[src/rtl/stopwatch_top.sv]
`timescale 1ns/1ps
// Six-digit MM.SS.cc stopwatch with debounced buttons and a multiplexed 7-segment driver.
// Latency: display outputs registered, one clock after a scan or digit change; press ~DEBOUNCE+2 cycles.
// Backpressure: none; free-running datapath, button presses are single-cycle pulses.

// Button conditioner: 2-FF synchronizer, debounce, falling-edge press pulse.
module stopwatch_btn #(
    parameter int DEBOUNCE = 500_000
) (
    input  logic clk,
    input  logic rst_n,
    input  logic i_btn,
    output logic o_press
);
    localparam int DW = (DEBOUNCE > 1) ? $clog2(DEBOUNCE) : 1;

    logic          r_sync1;
    logic          r_sync2;
    logic          r_level;
    logic          r_level_d;
    logic [DW-1:0] r_cnt;

    // Bring the asynchronous button level into the clk domain (idle high).
    always_ff @(posedge clk or negedge rst_n) begin
        if (!rst_n) begin
            r_sync1 <= 1'b1;
            r_sync2 <= 1'b1;
        end else begin
            r_sync1 <= i_btn;
            r_sync2 <= r_sync1;
        end
    end

    // Accept a new level only after it has differed for DEBOUNCE consecutive cycles.
    always_ff @(posedge clk or negedge rst_n) begin
        if (!rst_n) begin
            r_level   <= 1'b1;
            r_level_d <= 1'b1;
            r_cnt     <= '0;
        end else begin
            r_level_d <= r_level;
            if (r_sync2 != r_level) begin
                if (r_cnt == DW'(DEBOUNCE - 1)) begin
                    r_level <= r_sync2;
                    r_cnt   <= '0;
                end else begin
                    r_cnt <= r_cnt + 1'b1;
                end
            end else begin
                r_cnt <= '0;
            end
        end
    end

    assign o_press = r_level_d & ~r_level;
endmodule

module stopwatch_top #(
    parameter int TICK_DIV = 1_000_000,
    parameter int SCAN_DIV = 100_000,
    parameter int DEBOUNCE = 500_000
) (
    input  logic       clk,
    input  logic       rst_n,
    input  logic       Clear,
    input  logic       start_stop,
    output logic [5:0] sm_bit,
    output logic [7:0] sm_seg
);
    localparam int TW = (TICK_DIV > 1) ? $clog2(TICK_DIV) : 1;
    localparam int SW = (SCAN_DIV > 1) ? $clog2(SCAN_DIV) : 1;

    logic          w_clr_press;
    logic          w_ss_press;
    logic          w_tick;
    logic          r_running;
    logic [TW-1:0] r_presc;
    logic [3:0]    r_c0, r_c1, r_s0, r_s1, r_m0, r_m1;
    logic [SW-1:0] r_scan_cnt;
    logic [2:0]    r_scan_idx;
    logic [3:0]    w_digit;
    logic          w_dp_n;
    logic [5:0]    w_sel;
    logic [6:0]    w_seg;

    stopwatch_btn #(.DEBOUNCE(DEBOUNCE)) u_clr (
        .clk     (clk),
        .rst_n   (rst_n),
        .i_btn   (Clear),
        .o_press (w_clr_press)
    );

    stopwatch_btn #(.DEBOUNCE(DEBOUNCE)) u_ss (
        .clk     (clk),
        .rst_n   (rst_n),
        .i_btn   (start_stop),
        .o_press (w_ss_press)
    );

    assign w_tick = r_running && (r_presc == TW'(TICK_DIV - 1));

    // Run state and 10 ms prescaler; Clear overrides a simultaneous start/stop press.
    always_ff @(posedge clk or negedge rst_n) begin
        if (!rst_n) begin
            r_running <= 1'b0;
            r_presc   <= '0;
        end else if (w_clr_press) begin
            r_running <= 1'b0;
            r_presc   <= '0;
        end else begin
            if (w_ss_press) begin
                r_running <= ~r_running;
            end
            if (r_running) begin
                r_presc <= w_tick ? '0 : r_presc + 1'b1;
            end
        end
    end

    // BCD time counters with ripple carry; 59.59.99 rolls over to 00.00.00.
    always_ff @(posedge clk or negedge rst_n) begin
        if (!rst_n) begin
            {r_m1, r_m0, r_s1, r_s0, r_c1, r_c0} <= '0;
        end else if (w_clr_press) begin
            {r_m1, r_m0, r_s1, r_s0, r_c1, r_c0} <= '0;
        end else if (w_tick) begin
            if (r_c0 != 4'd9) begin
                r_c0 <= r_c0 + 4'd1;
            end else begin
                r_c0 <= 4'd0;
                if (r_c1 != 4'd9) begin
                    r_c1 <= r_c1 + 4'd1;
                end else begin
                    r_c1 <= 4'd0;
                    if (r_s0 != 4'd9) begin
                        r_s0 <= r_s0 + 4'd1;
                    end else begin
                        r_s0 <= 4'd0;
                        if (r_s1 != 4'd5) begin
                            r_s1 <= r_s1 + 4'd1;
                        end else begin
                            r_s1 <= 4'd0;
                            if (r_m0 != 4'd9) begin
                                r_m0 <= r_m0 + 4'd1;
                            end else begin
                                r_m0 <= 4'd0;
                                if (r_m1 != 4'd5) begin
                                    r_m1 <= r_m1 + 4'd1;
                                end else begin
                                    r_m1 <= 4'd0;
                                end
                            end
                        end
                    end
                end
            end
        end
    end

    // Digit scan: hold each digit for SCAN_DIV cycles, index 0..5 wrapping.
    always_ff @(posedge clk or negedge rst_n) begin
        if (!rst_n) begin
            r_scan_cnt <= '0;
            r_scan_idx <= 3'd0;
        end else if (r_scan_cnt == SW'(SCAN_DIV - 1)) begin
            r_scan_cnt <= '0;
            r_scan_idx <= (r_scan_idx == 3'd5) ? 3'd0 : r_scan_idx + 3'd1;
        end else begin
            r_scan_cnt <= r_scan_cnt + 1'b1;
        end
    end

    // Select the scanned digit, its decimal point and enable, and decode segments.
    always_comb begin
        w_digit = 4'hF;
        w_dp_n  = 1'b1;
        w_sel   = 6'b000001 << r_scan_idx;
        case (r_scan_idx)
            3'd0: w_digit = r_c0;
            3'd1: w_digit = r_c1;
            3'd2: begin w_digit = r_s0; w_dp_n = 1'b0; end
            3'd3: w_digit = r_s1;
            3'd4: begin w_digit = r_m0; w_dp_n = 1'b0; end
            3'd5: w_digit = r_m1;
            default: w_digit = 4'hF;
        endcase
        case (w_digit)
            4'd0: w_seg = 7'h40;
            4'd1: w_seg = 7'h79;
            4'd2: w_seg = 7'h24;
            4'd3: w_seg = 7'h30;
            4'd4: w_seg = 7'h19;
            4'd5: w_seg = 7'h12;
            4'd6: w_seg = 7'h02;
            4'd7: w_seg = 7'h78;
            4'd8: w_seg = 7'h00;
            4'd9: w_seg = 7'h10;
            default: w_seg = 7'h7F;
        endcase
    end

    // Register enable and segments together so they always describe the same digit.
    always_ff @(posedge clk or negedge rst_n) begin
        if (!rst_n) begin
            sm_bit <= 6'b111110;
            sm_seg <= 8'hC0;
        end else begin
            sm_bit <= ~w_sel;
            sm_seg <= {w_dp_n, w_seg};
        end
    end
endmodule

[config.mk]
export PLATFORM = sky130hd
export DESIGN_NAME = stopwatch_top
export DESIGN_NICKNAME = d
export VERILOG_FILES = /design/src/rtl/stopwatch_top.sv
export SDC_FILE = /design/constraint.sdc
export NUM_CORES = 1
export LEC_CHECK = 0
export CAP_MARGIN = 25
export CORE_MARGIN = 3
export CORE_UTILIZATION = 25
export CTS_BUF_LIST = sky130_fd_sc_hd__clkbuf_8
export CTS_CLUSTER_DIAMETER = 150
export CTS_CLUSTER_SIZE = 12
export DETAILED_ROUTE_END_ITERATION = 8
export PLACE_DENSITY_LB_ADDON = 0.25
export SYNTH_ARGS = -nofsm -noshare
export SYNTH_HDL_FRONTEND = slang
export SYNTH_SLANG_ARGS = --single-unit
[constraint.sdc]
create_clock -name clk -period 6 [get_ports clk]
set_clock_uncertainty 0.1 [all_clocks]
set_input_delay 1.5 -clock clk [delete_from_list [all_inputs] [get_ports clk]]
set_output_delay 1.5 -clock clk [all_outputs]
set_load 0.05 [all_outputs]
==> flow_summary.html <==
<table>
<tr><th>Metric</th><th>Value</th></tr>
<tr><th colspan="2">Run status</th></tr>
<tr><td>Outcome</td><td>finished, final reports clean</td></tr>
<tr><th colspan="2">Timing</th></tr>
<tr><td>Unrepaired setup endpoints after global routing</td><td>false</td></tr>
<tr><td>Hold Violations, Final</td><td>0</td></tr>
<tr><td>Total setup violations reported at the end of the flow</td><td>0</td></tr>
<tr><td>Final period utilization</td><td>approximately 56%</td></tr>
<tr><td>Final setup slack of the worst path</td><td>2647 ps</td></tr>
<tr><td>Highest achievable clock rate</td><td>about 300 MHz</td></tr>
<tr><td>Worst-Margin Slew</td><td>about 890 ps</td></tr>
<tr><td>Final critical-path required period</td><td>between 3000 and 4000 ps</td></tr>
<tr><td>Max-slew violation count</td><td>0</td></tr>
<tr><td>Worst rel slew slack</td><td>between 40% and 50%</td></tr>
<tr><td>Final setup TNS</td><td>0 ps</td></tr>
<tr><th colspan="2">CTS</th></tr>
<tr><td>Postcts setup bufs</td><td>0</td></tr>
<tr><td>Hold buffer count at cts</td><td>0</td></tr>
<tr><td>Number of buffers between clock root and the deepest sink</td><td>2</td></tr>
<tr><td>Number of cells upsized or downsized after cts</td><td>0</td></tr>
<tr><td>Clock root cell</td><td>sky130_fd_sc_hd__clkbuf_8</td></tr>
<tr><td>Worst-Skew Late Latency</td><td>about 440 ps</td></tr>
<tr><td>Clock input transition at the sequential cells of the worst setup and hold paths</td><td>approximately 80 ps</td></tr>
<tr><td>Clock tree from TritonCTS</td><td>built</td></tr>
<tr><td>Clock Sink Count</td><td>between 100 and 150</td></tr>
<tr><td>Number of buffers inserted during clock tree synthesis</td><td>17</td></tr>
<tr><td>Clock H-tree levels</td><td>4</td></tr>
<tr><th colspan="2">Logic synthesis</th></tr>
<tr><td>Number of synthesized register bits</td><td>125</td></tr>
<tr><td>Combinational family with the most area after synthesis</td><td>simple AND/OR/NAND/NOR gates</td></tr>
<tr><td>FFs w/ async S/R, synth</td><td>100.0%</td></tr>
<tr><td>Synthesized cell area</td><td>approximately 6300 sq um</td></tr>
<tr><td>Sequential area share after synthesis</td><td>between 40 and 50%</td></tr>
<tr><td>Number of flops mapped to enable cells by yosys</td><td>0</td></tr>
<tr><td>Ys flop type</td><td>sky130_fd_sc_hd__dfrtp_1</td></tr>
<tr><td>Synthesized area per cell</td><td>9.802 sq um</td></tr>
<tr><td>Synthesized instance count</td><td>around 650</td></tr>
<tr><td>Multiplexer share of the synthesized area</td><td>under 10%</td></tr>
<tr><td>Post-synthesis xor/xnor area fraction</td><td>under 10%</td></tr>
<tr><td>Synth Net Count</td><td>669</td></tr>
<tr><td>Post-synthesis compound-gate area fraction</td><td>6.551%</td></tr>
<tr><td>Simple-gate portion of the synthesized area</td><td>24.40%</td></tr>
<tr><td>Adder-cell area share of the yosys netlist</td><td>approximately 4.0%</td></tr>
<tr><td>Distinct cells, synth</td><td>60</td></tr>
<tr><td>Syn. warnings</td><td>0</td></tr>
<tr><th colspan="2">Routing</th></tr>
<tr><td>Via-per-instance ratio</td><td>~4.5</td></tr>
<tr><td>Wl on met1</td><td>6.361 mm</td></tr>
<tr><td>Number of DRC violations after detailed-routing iteration 0</td><td>approximately 250</td></tr>
<tr><td>Drt total wl</td><td>between 10 and 15 mm</td></tr>
<tr><td>Routed length on met2</td><td>approximately 5.6 mm</td></tr>
<tr><td>Number of detailed-routing iterations run before antenna repair</td><td>4</td></tr>
<tr><td>Total length of routed met3 wires</td><td>a little under 400 um</td></tr>
<tr><td>Post-DRT Antenna Nets</td><td>0</td></tr>
<tr><td>Total number of vias</td><td>between 4000 and 5000</td></tr>
<tr><td>Uppermost routed layer</td><td>met4</td></tr>
<tr><td>WL per Instance</td><td>12.53 um</td></tr>
<tr><td>Residual DRC count</td><td>0</td></tr>
<tr><th colspan="2">Setup path</th></tr>
<tr><td>Maximum cell stage delay along the critical path</td><td>approximately 800 ps</td></tr>
<tr><td>Crit Path Category</td><td>flip-flop to output pin</td></tr>
<tr><td>CP delay by family, top</td><td>buffers and inverters</td></tr>
<tr><td>Arr. time, crit path</td><td>roughly 1800 ps</td></tr>
<tr><td>Slowest stage cell on the critical path</td><td>sky130_fd_sc_hd__clkdlybuf4s50_1</td></tr>
<tr><td>Startpoint type of the worst setup path</td><td>flip-flop</td></tr>
<tr><td>Required time of the worst setup path</td><td>approximately 4400 ps</td></tr>
<tr><td>CP Max Fanout</td><td>1</td></tr>
<tr><td>Worst path bufs/invs</td><td>1</td></tr>
<tr><td>Type of element capturing the critical path</td><td>output pin</td></tr>
<tr><td>Chain of cells forming the critical path</td><td>clkdlybuf4s50_1</td></tr>
<tr><th colspan="2">Global route</th></tr>
<tr><td>Maximum number of pins on one net before global-route repair</td><td>93</td></tr>
<tr><td>Number of global-route vias before repair</td><td>about 4500</td></tr>
<tr><td>Initial antenna violation count</td><td>0</td></tr>
<tr><td>Final global-route overflow total</td><td>0</td></tr>
<tr><td>Global-route wire length before repair</td><td>roughly 22 mm</td></tr>
<tr><td>GR Util All Layers</td><td>between 10% and 20%</td></tr>
<tr><th colspan="2">Floorplan</th></tr>
<tr><td>Num ports</td><td>18</td></tr>
<tr><td>Total die area</td><td>27230 sq um</td></tr>
<tr><td>Core outline area</td><td>~25000 sq um</td></tr>
<tr><td>Die extent in x</td><td>between 150 and 200 um</td></tr>
<tr><td>Row cnt</td><td>57</td></tr>
<tr><td>Height of the chip</td><td>approximately 170 um</td></tr>
<tr><td>Initial cell density of the core</td><td>around 26%</td></tr>
<tr><th colspan="2">Power and ir drop</th></tr>
<tr><td>Power density of the placed cells</td><td>about 220 nW/um^2</td></tr>
<tr><td>Leakage power total</td><td>slightly above 3 nW</td></tr>
<tr><td>Worst-case vdd ir drop</td><td>approximately 0.12 mV</td></tr>
<tr><th colspan="2">Placement</th></tr>
<tr><td>HPWL after detailed placement</td><td>just over 8 mm</td></tr>
<tr><td>Minimum setup slack after placement</td><td>about 3100 ps</td></tr>
<tr><td>Number of buffer cells added on primary ports</td><td>17</td></tr>
<tr><td>Weighted congestion at the end of routability-driven global placement</td><td>0.7739</td></tr>
<tr><th colspan="2">Cells and area</th></tr>
<tr><td>Share of layout cells above drive strength 1</td><td>around a tenth</td></tr>
<tr><td>Total inserted antenna cells</td><td>0</td></tr>
<tr><td>Final #Nets</td><td>686</td></tr>
<tr><td>Synthesis-to-layout area growth</td><td>14.51%</td></tr>
<tr><th colspan="2">Flow run</th></tr>
<tr><td>Maxcap violations</td><td>0</td></tr>
<tr><th colspan="2">Worst hold path</th></tr>
<tr><td>Worst hold path type</td><td>flip-flop to flip-flop</td></tr>
</table>
-- layer usage --
layer	GRT usage, %	up-vias
met5	0	-
met4	3.660	0
met3	2.508	12
met2	15.04	56
met1	13.98	2194
li1	-	2256
-- state kept, by name, summed over array words and instances (netlist names), 6 cells and up --
name,cells
sm_bit,6
sm_seg,8
u_clr.r_cnt,19
u_ss.r_cnt,19
r_presc,20
r_scan_cnt,17
-- kinds of logic after synthesis --
logic type	count (synthesis)
muxes	17
and+or+nand+nor	307
xor gates and xnor gates	69
AOI/OAI and AO/OA	61
adders and majority gates	20
DFF	125
buffers and inverters	46
-- cell usage after synthesis (3+ instances only) --
| cell | count | share of area [%] |
|---|---|---|
| sky130_fd_sc_hd__a21oi_1 | 13 | 1.0 |
| sky130_fd_sc_hd__a31oi_1 | 4 | 0.40 |
| sky130_fd_sc_hd__a41oi_1 | 3 | 0.42 |
| sky130_fd_sc_hd__and2_1 | 6 | 0.59 |
| sky130_fd_sc_hd__and3_1 | 10 | 0.99 |
| sky130_fd_sc_hd__and4_1 | 4 | 0.55 |
| sky130_fd_sc_hd__buf_2 | 5 | 0.40 |
| sky130_fd_sc_hd__clkbuf_1 | 17 | 1.0 |
| sky130_fd_sc_hd__dfrtp_1 | 110 | 44 |
| sky130_fd_sc_hd__dfstp_2 | 15 | 6.2 |
| sky130_fd_sc_hd__ha_1 | 20 | 4.0 |
| sky130_fd_sc_hd__inv_1 | 23 | 1.4 |
| sky130_fd_sc_hd__mux2_2 | 8 | 1.4 |
| sky130_fd_sc_hd__mux2i_1 | 8 | 1.3 |
| sky130_fd_sc_hd__nand2_1 | 63 | 3.7 |
| sky130_fd_sc_hd__nand2b_1 | 3 | 0.30 |
| sky130_fd_sc_hd__nand3_1 | 42 | 3.3 |
| sky130_fd_sc_hd__nand3b_1 | 4 | 0.47 |
| sky130_fd_sc_hd__nand4_1 | 16 | 1.6 |
| sky130_fd_sc_hd__nor2_1 | 95 | 5.6 |
| sky130_fd_sc_hd__nor2b_1 | 8 | 0.79 |
| sky130_fd_sc_hd__nor3_1 | 14 | 1.1 |
| sky130_fd_sc_hd__nor4_1 | 4 | 0.40 |
| sky130_fd_sc_hd__nor4b_1 | 6 | 0.83 |
| sky130_fd_sc_hd__o21ai_0 | 8 | 0.63 |
| sky130_fd_sc_hd__o21ai_1 | 7 | 0.55 |
| sky130_fd_sc_hd__o31ai_1 | 3 | 0.36 |
| sky130_fd_sc_hd__o41ai_1 | 3 | 0.42 |
| sky130_fd_sc_hd__or2_2 | 4 | 0.40 |
| sky130_fd_sc_hd__or3_1 | 10 | 0.99 |
| sky130_fd_sc_hd__or4_1 | 4 | 0.47 |
| sky130_fd_sc_hd__xnor2_1 | 33 | 4.6 |
| sky130_fd_sc_hd__xor2_1 | 36 | 5.0 |
-- layout by cell type, fill, tap and decap left out, drive strengths merged, types with 4 or more instances in the layout --
cell type,netlist,final
inv,23,25
or3,10,10
nor2b,8,8
buf,6,5
nand3b,4,4
mux2i,8,8
or4,4,4
or2,5,5
clkinvlp,0,5
clkbuf,17,19
and3,10,10
xor2,36,36
nor4b,6,6
dfrtp,110,110
and2,6,6
clkinv,0,4
and4,4,4
mux2,9,9
clkdlybuf4s50,0,16
nor3,15,15
nor4,6,6
dfstp,15,15
xnor2,33,33
o21ai,15,15
a31oi,4,4
nand2,63,63
nand3,43,43
nor2,95,95
nand4,16,16
a21oi,13,13
ha,20,20
-- area by class of cell --
cell class / count / area (sq um)
Clock inverter: 13 / 138.9
Timing Repair Buffer: 21 / 201.4
Sequential cell: 125 / 3147
Inverter: 23 / 86.33
Tap cell: 324 / 405.4
Fill cell: 2610 / 17370
Multi-Input combinational cell: 474 / 2999
Clock buffer: 19 / 261.5
-- worst paths after layout --
path	start	endpoint	slack, ps	depth (start not counted)
min in group asynchronous	rst_n	r_s1[3]	1020	1
worst min-delay path	u_ss.r_sync1	u_ss.r_sync2	260	0
worst max register to register	r_scan_idx[2]	sm_seg[5]	3270	6
max in group asynchronous	rst_n	r_s1[0]	3830	2
worst max-delay path	sm_bit[5]	sm_bit[5]	2650	1
worst min register to register	u_ss.r_sync1	u_ss.r_sync2	260	0
-- power by group --
group / switching [mW] / total (mW) / internal (mW)
registers: 0.00388 / 0.852 / 0.848
logic: 0.0232 / 0.0293 / 0.00613
clock network: 0.356 / 0.747 / 0.391
total: 0.383 / 1.63 / 1.25
-- per-stage QoR --
stage / power, mW / std cells / hold slack [ps] / cell area [sq um] / util, %
6_report: 1.629 / 999 / 264.8 / 7239 / 29.42
5_1_grt: 1.709 / 999 / 267.9 / 7239 / 29.42
3_5_place_dp: 0.8998 / 967 / 252.2 / 6839 / 27.80
4_1_cts: 1.661 / 999 / 264.1 / 7239 / 29.42
3_3_place_gp: 0.8998 / 967 / 252.0 / 6839 / 27.80
2_1_floorplan: 0.8771 / 645 / 245.2 / 6322 / -
Note: power is estimated with default switching activity, not from simulation.
==> RTL change 1, RTL diff (config.mk and constraints unchanged) <==
Reset style: synchronous (`rst_n`), changed in 6 clocked blocks. Comments in the files are not updated.
--- a/src/rtl/stopwatch_top.sv
+++ b/src/rtl/stopwatch_top.sv
@@ -23,3 +23,3 @@
     // Bring the asynchronous button level into the clk domain (idle high).
-    always_ff @(posedge clk or negedge rst_n) begin
+    always_ff @(posedge clk) begin
         if (!rst_n) begin
@@ -34,3 +34,3 @@
     // Accept a new level only after it has differed for DEBOUNCE consecutive cycles.
-    always_ff @(posedge clk or negedge rst_n) begin
+    always_ff @(posedge clk) begin
         if (!rst_n) begin
@@ -102,3 +102,3 @@
     // Run state and 10 ms prescaler; Clear overrides a simultaneous start/stop press.
-    always_ff @(posedge clk or negedge rst_n) begin
+    always_ff @(posedge clk) begin
         if (!rst_n) begin
@@ -120,3 +120,3 @@
     // BCD time counters with ripple carry; 59.59.99 rolls over to 00.00.00.
-    always_ff @(posedge clk or negedge rst_n) begin
+    always_ff @(posedge clk) begin
         if (!rst_n) begin
@@ -160,3 +160,3 @@
     // Digit scan: hold each digit for SCAN_DIV cycles, index 0..5 wrapping.
-    always_ff @(posedge clk or negedge rst_n) begin
+    always_ff @(posedge clk) begin
         if (!rst_n) begin
@@ -202,3 +202,3 @@
     // Register enable and segments together so they always describe the same digit.
-    always_ff @(posedge clk or negedge rst_n) begin
+    always_ff @(posedge clk) begin
         if (!rst_n) begin
Check against the original RTL: no difference found for any inputs over 10 cycles, from zero or initial values and one cycle with rst_n low; that may be too few to reach the edited logic, so the function may still have changed.
==> RTL change 1 against the original RTL <==
Sequential cell count did not move; register-to-register slack got worse by 0.61 ns; setup slack got worse by 0.33 ns; critical path type is now input pin to register; synthesized cell count rose by 2.9%; final cell count fell by 2.8%; power fell by 3.5%; largest power group unchanged; wire length fell by 2.8%; synthesized area fell by 9.7%; cell area fell by 9.6%.
==> RTL change 1: results (changes against the original RTL) <==
Outcome
  • Outcome: finished, final reports clean (unchanged)

Pwr
  • Worst vdd ir: 0.133 mV (was 0.115 mV)
  • Leakage: 0.00213 uW (was 0.00303 uW)
  • Switching power: 373 uW (was 383 uW)
  • Combinational cell power: 20.3 uW (was 29.3 uW)
  • Power Density: 240 nW/um2 (was 225 nW/um2)

GRT
  • First-pass GRT wire length: 21200 um (was 22000 um)
  • Largest net degree at the start of global routing: 26 (was 93)

Critical path
  • Crit Reg-Reg Endpoint: sm_seg[5]$_SDFF_PN0_ (was sm_seg[5]$_DFF_PN0_)
  • Crit Path Max Fanout: 17 (was 1)
  • Worst Path Arrival: 3.95 ns (was 1.75 ns)
  • CP peak stage delay: 0.82 ns (was 0.80 ns)
  • R2r worst-path depth: 7 (was 6)
  • Critical Path Start: rst_n (was sm_bit[5]$_DFF_PN1_)
  • Register-to-register setup slack: 2.66 ns (was 3.27 ns)
  • End of the critical path: r_presc[8]$_SDFFE_PP0P_ (was sm_bit[5])

Placed design
  • DP HPWL: 8300 um (was 8190 um)
  • Placed cells: 939 (was 967)
  • Placed inst area: 6160 um2 (was 6840 um2)

STA
  • Hold Slack: 0.325 ns (was 0.265 ns)
  • Slew headroom: 30.3% (was 40.7%)

Cells and area
  • Final net count: 690 (was 686)
  • Fraction of layout cells with a size suffix above 1: 6.37% (was 10.5%)

Synth
  • XOR/XNOR Fraction of Synth Area: 12.0% (was 9.56%)
  • Top FF cell, synth: dfxtp_1 (was dfrtp_1)
  • Distinct cell type count after synthesis: 52 (was 60)
  • Syn Nets: 676 (was 669)
  • Post-synthesis compound-gate area fraction: 7.06% (was 6.55%)
  • Synth cell count leaders: 125 x dfxtp_1, 110 x nor2_1, 53 x xnor2_1, 43 x nand2_1, 33 x nand3_1 (was 110 x dfrtp_1, 95 x nor2_1, 63 x nand2_1, 42 x nand3_1, 36 x xor2_1)
  • Multiplexer area fraction after synthesis: 1.97% (was 2.87%)

Route
  • WL/cell: 12.5 um (about the same)
  • Via Count: 4444 (was 4518)
  • DRT Pass-1 Iters: 5 (was 4)

Hold path
  • Worst hold path endpoint: u_ss.r_sync2$_SDFF_PN1_ (was u_ss.r_sync2$_DFF_PN1_)
  • Hold Crit Start: u_ss.r_sync1$_SDFF_PN1_ (was u_ss.r_sync1$_DFF_PN1_)
## RTL change 1: cell types whose count changed in the layout (fill, tap and decap cells not counted), sizes merged, moves of 7 or more
cell / unedited run / this run
a21oi: 13 / 23
dfrtp: 110 / 0
dfstp: 15 / 0
dfxtp: 0 / 125
ha: 20 / 8
mux2: 9 / 2
nand2: 63 / 43
nand2b: 3 / 16
nand3: 43 / 33
nand4: 16 / 26
nor2: 95 / 110
o21ai: 15 / 7
xnor2: 33 / 53
xor2: 36 / 25
## RTL change 1: routing by layer
layer	share of wire (%)	track usage [%]
met4	1.3	3.72
met1	52	15.0
met5	0	0
met2	42	15.2
met3	4.0	3.55
## RTL change 1: final cells by class
cell class / count / area, um2 / area share [%]
sequential: 125 / 2500 / 38.2
inverter: 27 / 101 / 1.55
tap: 280 / 350 / 5.35
timing repair buffer: 20 / 196 / 3.00
multi-input combinational: 487 / 3010 / 45.9
clock buffer: 20 / 275 / 4.21
clock inverter: 12 / 113 / 1.72
==> RTL change 2, RTL diff (same settings) <==
Made on the original files. Change the parameter `TICK_DIV` from 1_000_000 to 250_000.
--- a/src/rtl/stopwatch_top.sv
+++ b/src/rtl/stopwatch_top.sv
@@ -58,3 +58,3 @@
 module stopwatch_top #(
-    parameter int TICK_DIV = 1_000_000,
+    parameter int TICK_DIV = 250_000,
     parameter int SCAN_DIV = 100_000,
Formal check against the unedited RTL: no difference found for any inputs over 10 cycles, from zero or initial values and one cycle with rst_n low; that may be too few to reach the edited logic, so the function may still have changed.
==> RTL change 2 against the original RTL <==
Hold slack got worse by 0.017 ns; sequential cell count fell by 2; final cell count fell by 2.0%; power rose by 2.5%; synthesized area fell by 1.7%; combinational power barely moved; die area fell by 1.6%; setup slack got worse by 0.19 ns; wire length rose by 1.8%; cell area fell by 0.99%; first-iteration DRC count fell by 22%; critical path type is now register to register.
==> RTL change 2: results (changes against the original RTL) <==
Route
  • WL/cell: 13.0 um (was 12.5 um)
  • Post-DR vias/cell: 4.54 (was 4.52)

Synth
  • Post-synthesis sequential area ratio: 49.8% (about the same)
  • Post-Synth Adder-Cell Area: 4.03% (was 3.96%)
  • Syn Area/Cell: 10.0 um2 (was 9.80 um2)
  • Post-synthesis compound-gate area fraction: 8.05% (was 6.55%)
  • Multiplexer area fraction after synthesis: 2.54% (was 2.87%)
  • Synth cell count leaders: 108 x dfrtp_1, 83 x nor2_1, 42 x nand2_1, 38 x xnor2_1, 37 x nand3_1 (was 110 x dfrtp_1, 95 x nor2_1, 63 x nand2_1, 42 x nand3_1, 36 x xor2_1)

GRT
  • Total GRT Usage: 9.96% (was 10.0%)
  • First-pass GRT wire length: 21600 um (was 22000 um)
  • Number of global-route vias before repair: 4325 (was 4464)
  • Largest net degree at the start of global routing: 59 (was 93)

Outcome
  • Outcome: finished, final reports clean (unchanged)

Cells and area
  • Final std cells w/o fill: 979 (was 999)
  • Fraction of layout cells with a size suffix above 1: 10.8% (was 10.5%)

Critical path
  • Worst r2r src: r_scan_idx[0]$_DFFE_PN0N_ (was r_scan_idx[2]$_DFFE_PN0N_)
  • Crit Reg-Reg Endpoint: sm_seg[3]$_DFF_PN0_ (was sm_seg[5]$_DFF_PN0_)
  • Worst Path Arrival: 3.77 ns (was 1.75 ns)
  • Crit-path slowest cell: dfrtp_1 (was clkdlybuf4s50_1)
  • Crit Path Max Fanout: 23 (was 1)

Placed design
  • Final Wtd Congestion: 0.788 (was 0.774)
  • Placed cells: 947 (was 967)

Pwr
  • Worst vdd ir: 0.125 mV (was 0.115 mV)

STA
  • Slew headroom: 44.0% (was 40.7%)
  • Hold Slack: 0.248 ns (was 0.265 ns)
## RTL change 2: cell count changes in the layout (fill, tap and decap cells not counted), moves of 7 or more
cell and change:
o21ai_1 -7, nand2_1 -21, and4_1 +7, nor2_1 -12, xor2_1 -7, o21ai_0 +9
## RTL change 2: power breakdown
part           total [uW]  internal [uW]  switching [uW]  leakage, uW
clock                 802            451             351     0.000200
sequential            838            835            3.78      0.00165
combinational        29.4           6.38            23.1      0.00118
total                1670           1290             378      0.00302
## RTL change 2: how the worst max path moves through the flow
stage,endpoint,startpoint,slack [ns]
after floorplan,sm_seg[3]$_DFF_PN0_,r_scan_idx[0]$_DFFE_PN0N_,3.02
after global placement,sm_seg[3]$_DFF_PN0_,r_scan_idx[0]$_DFFE_PN0N_,2.48
after detailed placement,sm_seg[3]$_DFF_PN0_,r_scan_idx[0]$_DFFE_PN0N_,2.43
after CTS,sm_seg[3]$_DFF_PN0_,r_scan_idx[0]$_DFFE_PN0N_,2.42
after global routing,sm_seg[3]$_DFF_PN0_,r_scan_idx[0]$_DFFE_PN0N_,2.14
final,sm_seg[3]$_DFF_PN0_,r_scan_idx[0]$_DFFE_PN0N_,2.46
## RTL change 2: through the flow
stage / power (uW) / utilization, % / setup slack (ns)
finish: 1670 / 29.4 / 2.46
CTS: 1700 / 29.4 / 2.42
detailed placement: 886 / 27.6 / 2.43
floorplan: 863 / - / 3.02
global route: 1750 / 29.4 / 2.14
global placement: 886 / 27.6 / 2.48
## RTL change 2: cells by family after synthesis
family / count (synthesis)
xor gates and xnor gates: 67
AOI/OAI and AO/OA: 73
adders and majority gates: 20
and+or+nand+nor: 276
buffers and inverters: 47
muxes: 15
DFF: 123
## RTL change 2: cell type report
cell class,instances,area (um2)
tap,324,405
sequential,123,3100
fill,2596,17200
clock inverter,15,198
inverter,29,109
multi-input combinational,451,2940
timing repair buffer,20,190
clock buffer,17,234
## RTL change 2: per-layer routing
metal	vias up	global-route usage (%)	wire [um]
li1	2226	-	-
met1	2169	13.6	6540
met2	40	15.0	5750
met3	12	2.84	284
met4	0	3.46	170
met5	-	0	0
